**src/rtl/uart_rom_boot_loader.sv**
```systemverilog
// rtl/uart_rom_boot_loader.sv - UART 8N1 program-image receiver driving the ROM loader handshake
//
// Ports:
//   clk, reset_n                 single clock, asynchronous active-low reset
//   uart_rx                      UART line, idle high, asynchronous to clk
//   loader_reset                 2-cycle pulse at session start
//   loader_load                  high from end of loader_reset until last word accepted
//   loader_data / loader_ack     pending word and its 1-cycle consume strobe
//   words_loaded                 words acked in current/last session
//   busy, done                   session active / last session completed
//   err_frame, err_overrun,
//   err_length, err_checksum     sticky error flags, cleared by the next sync byte
// Build option: UART_BOOT_CHECKSUM_EN adds a trailing 8-bit payload checksum byte.
module uart_rom_boot_loader #(
    parameter int         CLKS_PER_BIT  = 217,
    parameter int         ADDRESS_WIDTH = 14,
    parameter logic [7:0] SYNC_BYTE     = 8'hA5
) (
    input  logic                     clk,
    input  logic                     reset_n,
    input  logic                     uart_rx,
    output logic                     loader_reset,
    output logic                     loader_load,
    output logic [15:0]              loader_data,
    input  logic                     loader_ack,
    output logic [ADDRESS_WIDTH:0]   words_loaded,
    output logic                     busy,
    output logic                     done,
    output logic                     err_frame,
    output logic                     err_overrun,
    output logic                     err_length,
    output logic                     err_checksum
);

    localparam int                    CNT_W      = $clog2(CLKS_PER_BIT + 1);
    localparam logic [CNT_W-1:0]      HALF_BIT   = CNT_W'(CLKS_PER_BIT / 2 - 1);
    localparam logic [CNT_W-1:0]      FULL_BIT   = CNT_W'(CLKS_PER_BIT - 1);
    localparam logic [ADDRESS_WIDTH:0] MAX_LOADED = (ADDRESS_WIDTH + 1)'(1) << ADDRESS_WIDTH;
    localparam logic [ADDRESS_WIDTH:0] ONE_WORD   = (ADDRESS_WIDTH + 1)'(1);

    // ---------------- UART receiver ----------------
    typedef enum logic [1:0] {RX_IDLE, RX_START, RX_DATA, RX_STOP} rx_state_t;

    rx_state_t        rx_state_q, rx_state_d;
    logic [CNT_W-1:0] rx_cnt_q;
    logic [2:0]       rx_bit_q;
    logic [7:0]       rx_shift_q;
    logic             rx_s1, rx_s2, rx_s3;
    logic             rx_tick;
    logic             byte_valid, frame_err;

    always_comb begin
        rx_state_d = rx_state_q;
        rx_tick    = 1'b0;
        case (rx_state_q)
            RX_IDLE:  if (rx_s3 && !rx_s2) rx_state_d = RX_START;
            RX_START: if (rx_cnt_q == HALF_BIT) begin
                          rx_tick    = 1'b1;
                          // line back high at mid start bit: treat as noise
                          rx_state_d = rx_s2 ? RX_IDLE : RX_DATA;
                      end
            RX_DATA:  if (rx_cnt_q == FULL_BIT) begin
                          rx_tick = 1'b1;
                          if (rx_bit_q == 3'd7) rx_state_d = RX_STOP;
                      end
            RX_STOP:  if (rx_cnt_q == FULL_BIT) begin
                          rx_tick    = 1'b1;
                          rx_state_d = RX_IDLE;
                      end
            default:  rx_state_d = RX_IDLE;
        endcase
    end

    always_ff @(posedge clk or negedge reset_n) begin
        if (!reset_n) begin
            rx_s1      <= 1'b1;
            rx_s2      <= 1'b1;
            rx_s3      <= 1'b1;
            rx_state_q <= RX_IDLE;
            rx_cnt_q   <= '0;
            rx_bit_q   <= '0;
            rx_shift_q <= '0;
            byte_valid <= 1'b0;
            frame_err  <= 1'b0;
        end else begin
            rx_s1      <= uart_rx;
            rx_s2      <= rx_s1;
            rx_s3      <= rx_s2;
            rx_state_q <= rx_state_d;
            byte_valid <= 1'b0;
            frame_err  <= 1'b0;
            rx_cnt_q   <= (rx_tick || rx_state_q == RX_IDLE) ? '0 : rx_cnt_q + 1'b1;
            if (rx_tick) begin
                case (rx_state_q)
                    RX_START: rx_bit_q <= '0;
                    RX_DATA: begin
                        rx_shift_q <= {rx_s2, rx_shift_q[7:1]};
                        rx_bit_q   <= rx_bit_q + 1'b1;
                    end
                    RX_STOP: begin
                        byte_valid <= rx_s2;
                        frame_err  <= !rx_s2;
                    end
                    default: ;
                endcase
            end
        end
    end

    // ---------------- session FSM ----------------
    typedef enum logic [2:0] {
        S_IDLE, S_LDR_RST, S_HDR_HI, S_HDR_LO, S_WORD_HI, S_WORD_LO, S_DRAIN
`ifdef UART_BOOT_CHECKSUM_EN
        , S_CSUM
`endif
    } state_t;

`ifdef UART_BOOT_CHECKSUM_EN
    localparam state_t S_PAYLOAD_END = S_CSUM;
`else
    localparam state_t S_PAYLOAD_END = S_DRAIN;
`endif

    state_t                 state_q, state_d;
    logic                   rst_cnt_q;
    logic [7:0]             hdr_hi_q, hi_byte_q;
    logic [15:0]            hdr_count;
    logic [ADDRESS_WIDTH:0] words_left_q;
    logic                   pending_q;
    logic                   start_session, load_word, finish, abort;
    logic                   set_overrun, set_length, ack_take;

    assign hdr_count    = {hdr_hi_q, rx_shift_q};
    assign ack_take     = loader_ack && pending_q;
    assign busy         = (state_q != S_IDLE);
    assign loader_reset = (state_q == S_LDR_RST);
    assign loader_load  = busy && (state_q != S_LDR_RST);

    always_comb begin
        state_d       = state_q;
        start_session = 1'b0;
        load_word     = 1'b0;
        finish        = 1'b0;
        set_overrun   = 1'b0;
        set_length    = 1'b0;
        case (state_q)
            S_IDLE:    if (byte_valid && rx_shift_q == SYNC_BYTE) begin
                           start_session = 1'b1;
                           state_d       = S_LDR_RST;
                       end
            S_LDR_RST: if (rst_cnt_q) state_d = S_HDR_HI;
            S_HDR_HI:  if (byte_valid) state_d = S_HDR_LO;
            S_HDR_LO:  if (byte_valid) begin
                           if ({16'd0, hdr_count} > 32'(2 ** ADDRESS_WIDTH)) begin
                               set_length = 1'b1;
                               state_d    = S_IDLE;
                           end else if (hdr_count == 16'd0) begin
                               state_d = S_PAYLOAD_END;
                           end else begin
                               state_d = S_WORD_HI;
                           end
                       end
            S_WORD_HI: if (byte_valid) state_d = S_WORD_LO;
            S_WORD_LO: if (byte_valid) begin
                           // a same-cycle ack frees the holding register for this word
                           if (pending_q && !loader_ack) begin
                               set_overrun = 1'b1;
                               state_d     = S_IDLE;
                           end else begin
                               load_word = 1'b1;
                               state_d   = (words_left_q == ONE_WORD) ? S_PAYLOAD_END : S_WORD_HI;
                           end
                       end
`ifdef UART_BOOT_CHECKSUM_EN
            S_CSUM:    if (byte_valid) state_d = S_DRAIN;
`endif
            S_DRAIN:   if (!pending_q) begin
                           finish  = 1'b1;
                           state_d = S_IDLE;
                       end
            default:   state_d = S_IDLE;
        endcase
        abort = set_overrun || set_length || (frame_err && state_q != S_IDLE);
        if (abort) begin
            state_d = S_IDLE;
            finish  = 1'b0;
        end
    end

    always_ff @(posedge clk or negedge reset_n) begin
        if (!reset_n) begin
            state_q      <= S_IDLE;
            rst_cnt_q    <= 1'b0;
            hdr_hi_q     <= '0;
            hi_byte_q    <= '0;
            words_left_q <= '0;
            loader_data  <= '0;
            pending_q    <= 1'b0;
            words_loaded <= '0;
            done         <= 1'b0;
            err_frame    <= 1'b0;
            err_overrun  <= 1'b0;
            err_length   <= 1'b0;
        end else begin
            state_q   <= state_d;
            rst_cnt_q <= (state_q == S_LDR_RST) && !rst_cnt_q;
            if (start_session) begin
                words_loaded <= '0;
                done         <= 1'b0;
                err_frame    <= 1'b0;
                err_overrun  <= 1'b0;
                err_length   <= 1'b0;
            end
            if (state_q == S_HDR_HI && byte_valid) hdr_hi_q <= rx_shift_q;
            if (state_q == S_HDR_LO && byte_valid) words_left_q <= hdr_count[ADDRESS_WIDTH:0];
            if (state_q == S_WORD_HI && byte_valid) hi_byte_q <= rx_shift_q;
            if (ack_take) begin
                pending_q <= 1'b0;
                if (words_loaded != MAX_LOADED) words_loaded <= words_loaded + 1'b1;
            end
            if (load_word) begin
                loader_data  <= {hi_byte_q, rx_shift_q};
                pending_q    <= 1'b1;
                words_left_q <= words_left_q - 1'b1;
            end
            if (finish) done <= 1'b1;
            if (frame_err) err_frame <= 1'b1;
            if (set_overrun) err_overrun <= 1'b1;
            if (set_length) err_length <= 1'b1;
            if (abort) begin
                pending_q <= 1'b0;
                done      <= 1'b0;
            end
        end
    end

`ifdef UART_BOOT_CHECKSUM_EN
    logic [7:0] csum_q;
    logic       csum_bad_q;

    always_ff @(posedge clk or negedge reset_n) begin
        if (!reset_n) begin
            csum_q       <= '0;
            csum_bad_q   <= 1'b0;
            err_checksum <= 1'b0;
        end else begin
            if (start_session) begin
                csum_q       <= '0;
                csum_bad_q   <= 1'b0;
                err_checksum <= 1'b0;
            end
            if ((state_q == S_WORD_HI || state_q == S_WORD_LO) && byte_valid)
                csum_q <= csum_q + rx_shift_q;
            if (state_q == S_CSUM && byte_valid) csum_bad_q <= (rx_shift_q != csum_q);
            // flagged only once the image is fully written
            if (finish) err_checksum <= csum_bad_q;
        end
    end
`else
    assign err_checksum = 1'b0;
`endif

endmodule

```
**config.mk**
```make
export PLATFORM = sky130hd
export DESIGN_NAME = uart_rom_boot_loader
export DESIGN_NICKNAME = d
export VERILOG_FILES = /design/src/rtl/uart_rom_boot_loader.sv
export SDC_FILE = /design/constraint.sdc
export NUM_CORES = 1
export LEC_CHECK = 0
export BUFFER_PORTS_ARGS = -buffer_cell sky130_fd_sc_hd__buf_4
export CAP_MARGIN = 30
export CORE_MARGIN = 2
export CORE_UTILIZATION = 35
export DETAILED_ROUTE_END_ITERATION = 16
export PLACE_DENSITY_LB_ADDON = 0.1
export SLEW_MARGIN = 20
export SYNTH_ARGS = -nofsm -noshare
export SYNTH_HDL_FRONTEND = slang
export SYNTH_SLANG_ARGS = --single-unit
export TNS_END_PERCENT = 50
```
**constraint.sdc**
```tcl
create_clock -name clk -period 2.4 [get_ports clk]
set_input_delay 0.24 -clock clk [delete_from_list [all_inputs] [get_ports clk]]
set_output_delay 0.24 -clock clk [all_outputs]
set_load 0.03 [all_outputs]
```
==> results of run 1 <==
==> stage by stage <==
stage | std cells | util [%] | area, um^2
final | 699 | 42.4 | 5540
after global routing | 699 | 42.4 | 5540
after CTS | 699 | 42.4 | 5540
after detailed placement | 681 | 40.0 | 5240
after global placement | 681 | 40.0 | 5240
after floorplan | 466 | - | 4650
==> sequential cells by signal, indices dropped and copies added, names as in the netlist, 3 cells and up, named ones only <==
register and cells:
words_loaded 15, rx_cnt_q 8, hdr_hi_q 8, loader_data 16, rx_bit_q 3, rx_shift_q 8
hi_byte_q 8, words_left_q 15, state_q 3
==> critical path, cell delays in order (launching register included) <==
cell and delay [ps]:
dfrtp_1 460, or4_4 580, or4_4 590, o21a_4 180, a211o_1 290
==> power groups by stage <==
stage	combinational [mW]	sequential, mW	clock [mW]
detailed placement	0.298	1.74	0
CTS	0.303	1.71	1.46
finish	0.296	1.71	1.42
floorplan	0.193	1.74	0
global route	0.349	1.72	1.53
global placement	0.294	1.74	0
==> worst paths after layout <==
path,from,endpoint,depth (start not counted)
hold / removal,rx_s1,rx_s2,0
setup / recovery,rx_shift_q[1],words_loaded[13],4
min in group asynchronous,reset_n,words_left_q[14],2
setup reg to reg,rx_shift_q[1],words_loaded[13],4
max in group asynchronous,reset_n,rx_s1,3
hold reg to reg,rx_s1,rx_s2,0
==> metal layers <==
metal	vias up	global-route usage, %	part of all wire [%]
li1	1755	-	-
met1	1715	22.3	51
met2	63	23.9	45
met3	10	2.83	3.1
met4	0	6.25	1.2
met5	-	0	0
==> layout by cell type, fill, tap and decap left out, types with 5 or more instances in the layout <==
master	count
a21oi_1	11
and3_1	7
buf_4	55
clkbuf_16	9
dfrtp_1	94
ha_1	12
inv_1	16
mux2_2	25
nand2_1	87
nand3_1	25
nor2_1	34
nor3_1	14
nor4_1	5
o211ai_1	11
o21ai_0	21
or3_1	6
xnor2_1	6
==> final cells by class <==
class	instances	share of cell area, %
flip-flops and latches	97	43.9
multi-input cells	336	37.8
repair buffers	58	8.17
clock buffers	9	4.06
well taps	176	3.97
clock inverters	7	1.08
inverters	16	1.08
==> logic make-up after synthesis <==
logic type,synth area share (%)
XOR/XNOR,1.69
AO/OA/AOI/OAI,10.5
multiplexers,6.70
adder cells (fa/ha/maj),3.23
other,0.0806
flip-flops,52.3
AND/OR/NAND/NOR,22.8
buffers and inverters,2.77
==> results.md, run 1 <==
- Status: finished clean
- CP Data Arrival Time: 2460 ps
- Post-Syn Area: 0.00465 mm^2
- Count leader, synth: dfrtp_1
- Pin count of the biggest net entering global routing: 64
- Vias: 3543
- Root Buffer: clkbuf_16
- Mapped Cells: 466
- Post-CTS Hold Buffers: 2
- Drt first pass iters: 4
- Synthesis-to-finish area growth: 19.1%
- Pre-CTS setup slack: 195 ps
- Detail Route Antenna Nets: 0
- Yosys top cell by area: dfrtp_1
- Final hold viol count: 0
- Syn nets: 482
- Async set-reset flop share out of synthesis: 100%
- RSZ-0062 raised after global routing: false
- Fin. max-slew vios: 0
- Worst rel slew slack: 56.5%
- PwrDens: 618 mW/mm^2
- Nets: 534
- Post-synthesis sequential area ratio: 52.3%
- Worst slew pin tran: 649 ps
- Sw Share: 26.6%
- Wire per inst: 15.5 um
- TritonCTS Buffers: 9
- Tot Pwr: 3.43 mW
- IO Pins: 43
- Core area: 0.0131 mm^2
- Initial antenna violation count: 0
- Reg power frac: 50.0%
- Storage element area: 0.00243 mm^2
- Minimum clock period after layout: 2220 ps
- H-tree depth: 3
- Top cell type's share of synthesized area: 50.6%
- Congestion Overflow GR: 0
- Worst-path fanout max: 8
- Worst-path clk slew: 80 ps
- Final worst path period share: 92.4%
- Die H: 119 um
- CTS resizes: 0
- Post-CTS Setup Inserts: 0
- Drt drc: 0
- Startpoint types: register
- Switching pwr: 0.910 mW
- Crit path kind: register to register
- Ys Warns: 0
- Maximum root-to-sink buffer count: 2
- Worst path required time: 2640 ps
- Hold Crit Class: register to register
- Final critical-path setup slack: 183 ps
- Setup TNS: 0 ps
- Starting DRC count in detailed routing: 181
- Row count: 42
- Final setup viols: 0
- Post-synth top flop: dfrtp_1
- Leakage: 2.62 nW
- Fin Hold WS: 357 ps
- Die area: 0.0142 mm^2
- Post-DP HPWL: 7.35 mm
- Top cells by count, synth: dfrtp_1 (94), nand2_1 (87), nor2_1 (34)
- Initial core utilization: 35.6%
- Antenna cells: 0
- Flip-flop and latch count after synthesis: 97
- FF-to-FF setup slack: 180 ps
- Clock latency on the worst-skew pair: 350 ps
- Max-cap viol count: 0
- Gpl congestion: 0.777
- Number of vias per cell: 5.07
- Synth cell types: 60
- Area contributors post-synth: dfrtp_1 (51%), nand2_1 (7.0%), mux2_2 (6.1%), ha_1 (3.2%), nor2_1 (2.7%)
- Vias in the first global route: 3432
- Multi-input logic area: 0.00209 mm^2
- Pint: 2.52 mW
- Max Fclk: 451 MHz
- Post-Syn Area per Cell: 9.98 um^2
- Sink Count: 97
- Global-route wire length before repair: 17.9 mm
- Layout fillers: 1270
- All-layer global routing usage: 15.7%
- Combinational power share: 8.6%
- Share of post-route cells with drive strength above 1: 21.2%
- Maximum VDD drop: 0.000309 V
- Die width: 119 um
- CTS tree: yes
- Clk_skew: 10.5 ps
- Post-synth EDFFs: 0
- PortBufs: 41
- Post-Route WL: 10.8 mm
- Clk pwr share: 41.3%
- Worst Setup End Kind: register
Note: power is estimated with default switching activity, not from simulation.
==> run 2: changes to the inputs <==
--- a/config.mk
+++ b/config.mk
@@ -5,8 +5,11 @@
 export SDC_FILE = /design/constraint.sdc
 export NUM_CORES = 1
 export LEC_CHECK = 0
+export ABC_CLOCK_PERIOD_IN_PS = 2400
 export BUFFER_PORTS_ARGS = -buffer_cell sky130_fd_sc_hd__buf_4
 export CAP_MARGIN = 30
+export CELL_PAD_IN_SITES_DETAIL_PLACEMENT = 1
+export CELL_PAD_IN_SITES_GLOBAL_PLACEMENT = 1
 export CORE_MARGIN = 2
 export CORE_UTILIZATION = 35
 export DETAILED_ROUTE_END_ITERATION = 16
==> run 2 against run 1 <==
  * Die area stayed put
  * Clock power about the same
  * Sequential power barely moved
  * Hold slack lost 1.1 ps
  * Largest power group unchanged
==> results.md, run 2 (synthesized netlist as in run 1, its figures left out) <==
- Status: finished clean
- Total placed cells including tap cells: 682
- Pin count of the biggest net entering global routing: 51
- Max Fclk: 459 MHz
- Clk pwr share: 40.6%
- Global-route wire length before repair: 20.0 mm
- Busiest grt layer: met2
- Number of vias per cell: 5.21
- Final critical-path setup slack: 223 ps
- Worst Setup End Kind: register
- RSZ-0062 raised after global routing: false
- Leakage: 2.62 nW
- CP Cell Sequence: or4_4 > or4_4 > buf_4 > o211ai_1 > o21ai_0
- Share of post-route cells with drive strength above 1: 21.4%
- Drt drc: 0
- Max incr delay on CP: 580 ps
- Drt first pass iters: 4
- TritonCTS Buffers: 9
- Largest registers: loader_data (16), words_left_q (15), words_loaded (15)
- Critical path's top delay family: simple AND/OR/NAND/NOR gates
- Flip-flop count of the largest register after layout: 16
- Initial core utilization: 35.6%
- Tot Pwr: 3.41 mW
- Fin. max-slew vios: 0
- PwrDens: 616 mW/mm^2
- Core area: 0.0131 mm^2
- Combinational power share: 9.1%
- Sink Count: 97
- IO Pins: 43
- Startpoint types: register
- Post-CTS Setup Inserts: 0
- Met2 usage: 28.2%
- Layout fillers: 1482
- Pre-CTS setup slack: 245 ps
- Worst path required time: 2630 ps
- Post-CTS Hold Buffers: 2
- Switching pwr: 0.887 mW
- Hold Crit Class: input pin to async pin
- Die H: 119 um
- Sw Share: 26.0%
- Leading cell type in the layout, fill and taps excluded: dfrtp_1
- Worst-path fanout max: 11
- PortBufs: 41
- Worst-path clk slew: 70 ps
- Post-DP HPWL: 8.48 mm
- Final std cells w/o fill: 700
- Crit path max-delay cell type: or4_4
- Biggest register: loader_data
- Row count: 42
- Vias in the first global route: 3782
- CP Data Arrival Time: 2400 ps
- CTS tree: yes
- Antenna cells: 0
- Nets: 535
- Die width: 119 um
- Final Cell Area: 0.00555 mm^2
- Global-route met3 utilization: 3.11%
- H-tree depth: 3
- Maximum VDD drop: 0.000254 V
- Final worst path period share: 90.7%
- Final hold viol count: 0
- Initial antenna violation count: 0
- Wire per inst: 17.0 um
- All-layer global routing usage: 17.8%
- Worst rel slew slack: 57.6%
- Minimum clock period after layout: 2180 ps
- Vias: 3649
- Fin Hold WS: 356 ps
- Root Buffer: clkbuf_16
- CTS resizes: 0
- Placed instance area: 0.00524 mm^2
- Maximum root-to-sink buffer count: 2
- Worst slew pin tran: 634 ps
- Final setup viols: 0
- Post-Route WL: 11.9 mm
- Max-cap viol count: 0
- Setup TNS: 0 ps
- Pint: 2.53 mW
- Most frequent cells in the layout: dfrtp_1 (94), nand2_1 (87), buf_4 (56), nor2_1 (34)
- Die area: 0.0142 mm^2
- Clock latency on the worst-skew pair: 350 ps
- Met1 global-route usage: 24.5%
- Top cell by count, worst path: or4_4
- Crit path kind: register to register
- Detail Route Antenna Nets: 0
- Reg power frac: 50.3%
- Gpl congestion: 0.771
- Core Util, Final: 42.4%
- Clk_skew: 6.93 ps
- Bufs and invs on worst path: 1
- Synthesis-to-finish area growth: 19.2%
- Congestion Overflow GR: 0
- Starting DRC count in detailed routing: 201
## run 2: cell count changes in the layout (fill, tap and decap cells not counted), sizes merged
cell	change
clkinvlp	+2
clkinv	+1
inv	-4
clkbuf	+1
buf	+1
## run 2: path summary, 6_finish.rpt
path	end	cells after the start	from	slack, ps
setup reg to reg	words_loaded[4]	5	rx_shift_q[1]	220
setup / recovery	words_loaded[4]	5	rx_shift_q[1]	220
hold / removal	words_loaded[6]	2	reset_n	360
max in group asynchronous	rx_s3	3	reset_n	1350
min in group clk	rx_s2	0	rx_s1	360
hold reg to reg	rx_s2	0	rx_s1	360
## run 2: cell type report
class                           count  area [um^2]  area share [%]
Tap cell                          176          220            3.97
Clock inverter                      6         42.5           0.767
Multi-Input combinational cell    336         2090            37.7
Timing Repair Buffer               59          460            8.30
Inverter                           16         60.1            1.08
Clock buffer                       10          239            4.31
Sequential cell                    97         2430            43.8
## run 2: metal layers
layer	part of all wire [%]	up-vias
met5	0	-
li1	-	1745
met3	2.4	15
met4	1.5	0
met1	49	1845
met2	47	44
## run 2: power groups by stage
| stage | Clock (mW) | Combinational [mW] | Sequential (mW) |
|---|---|---|---|
| 6_report | 1.39 | 0.310 | 1.72 |
| 2_1_floorplan | 0 | 0.193 | 1.74 |
| 3_3_place_gp | 0 | 0.298 | 1.75 |
| 5_1_grt | 1.51 | 0.360 | 1.72 |
| 4_1_cts | 1.44 | 0.320 | 1.72 |
| 3_5_place_dp | 0 | 0.314 | 1.75 |
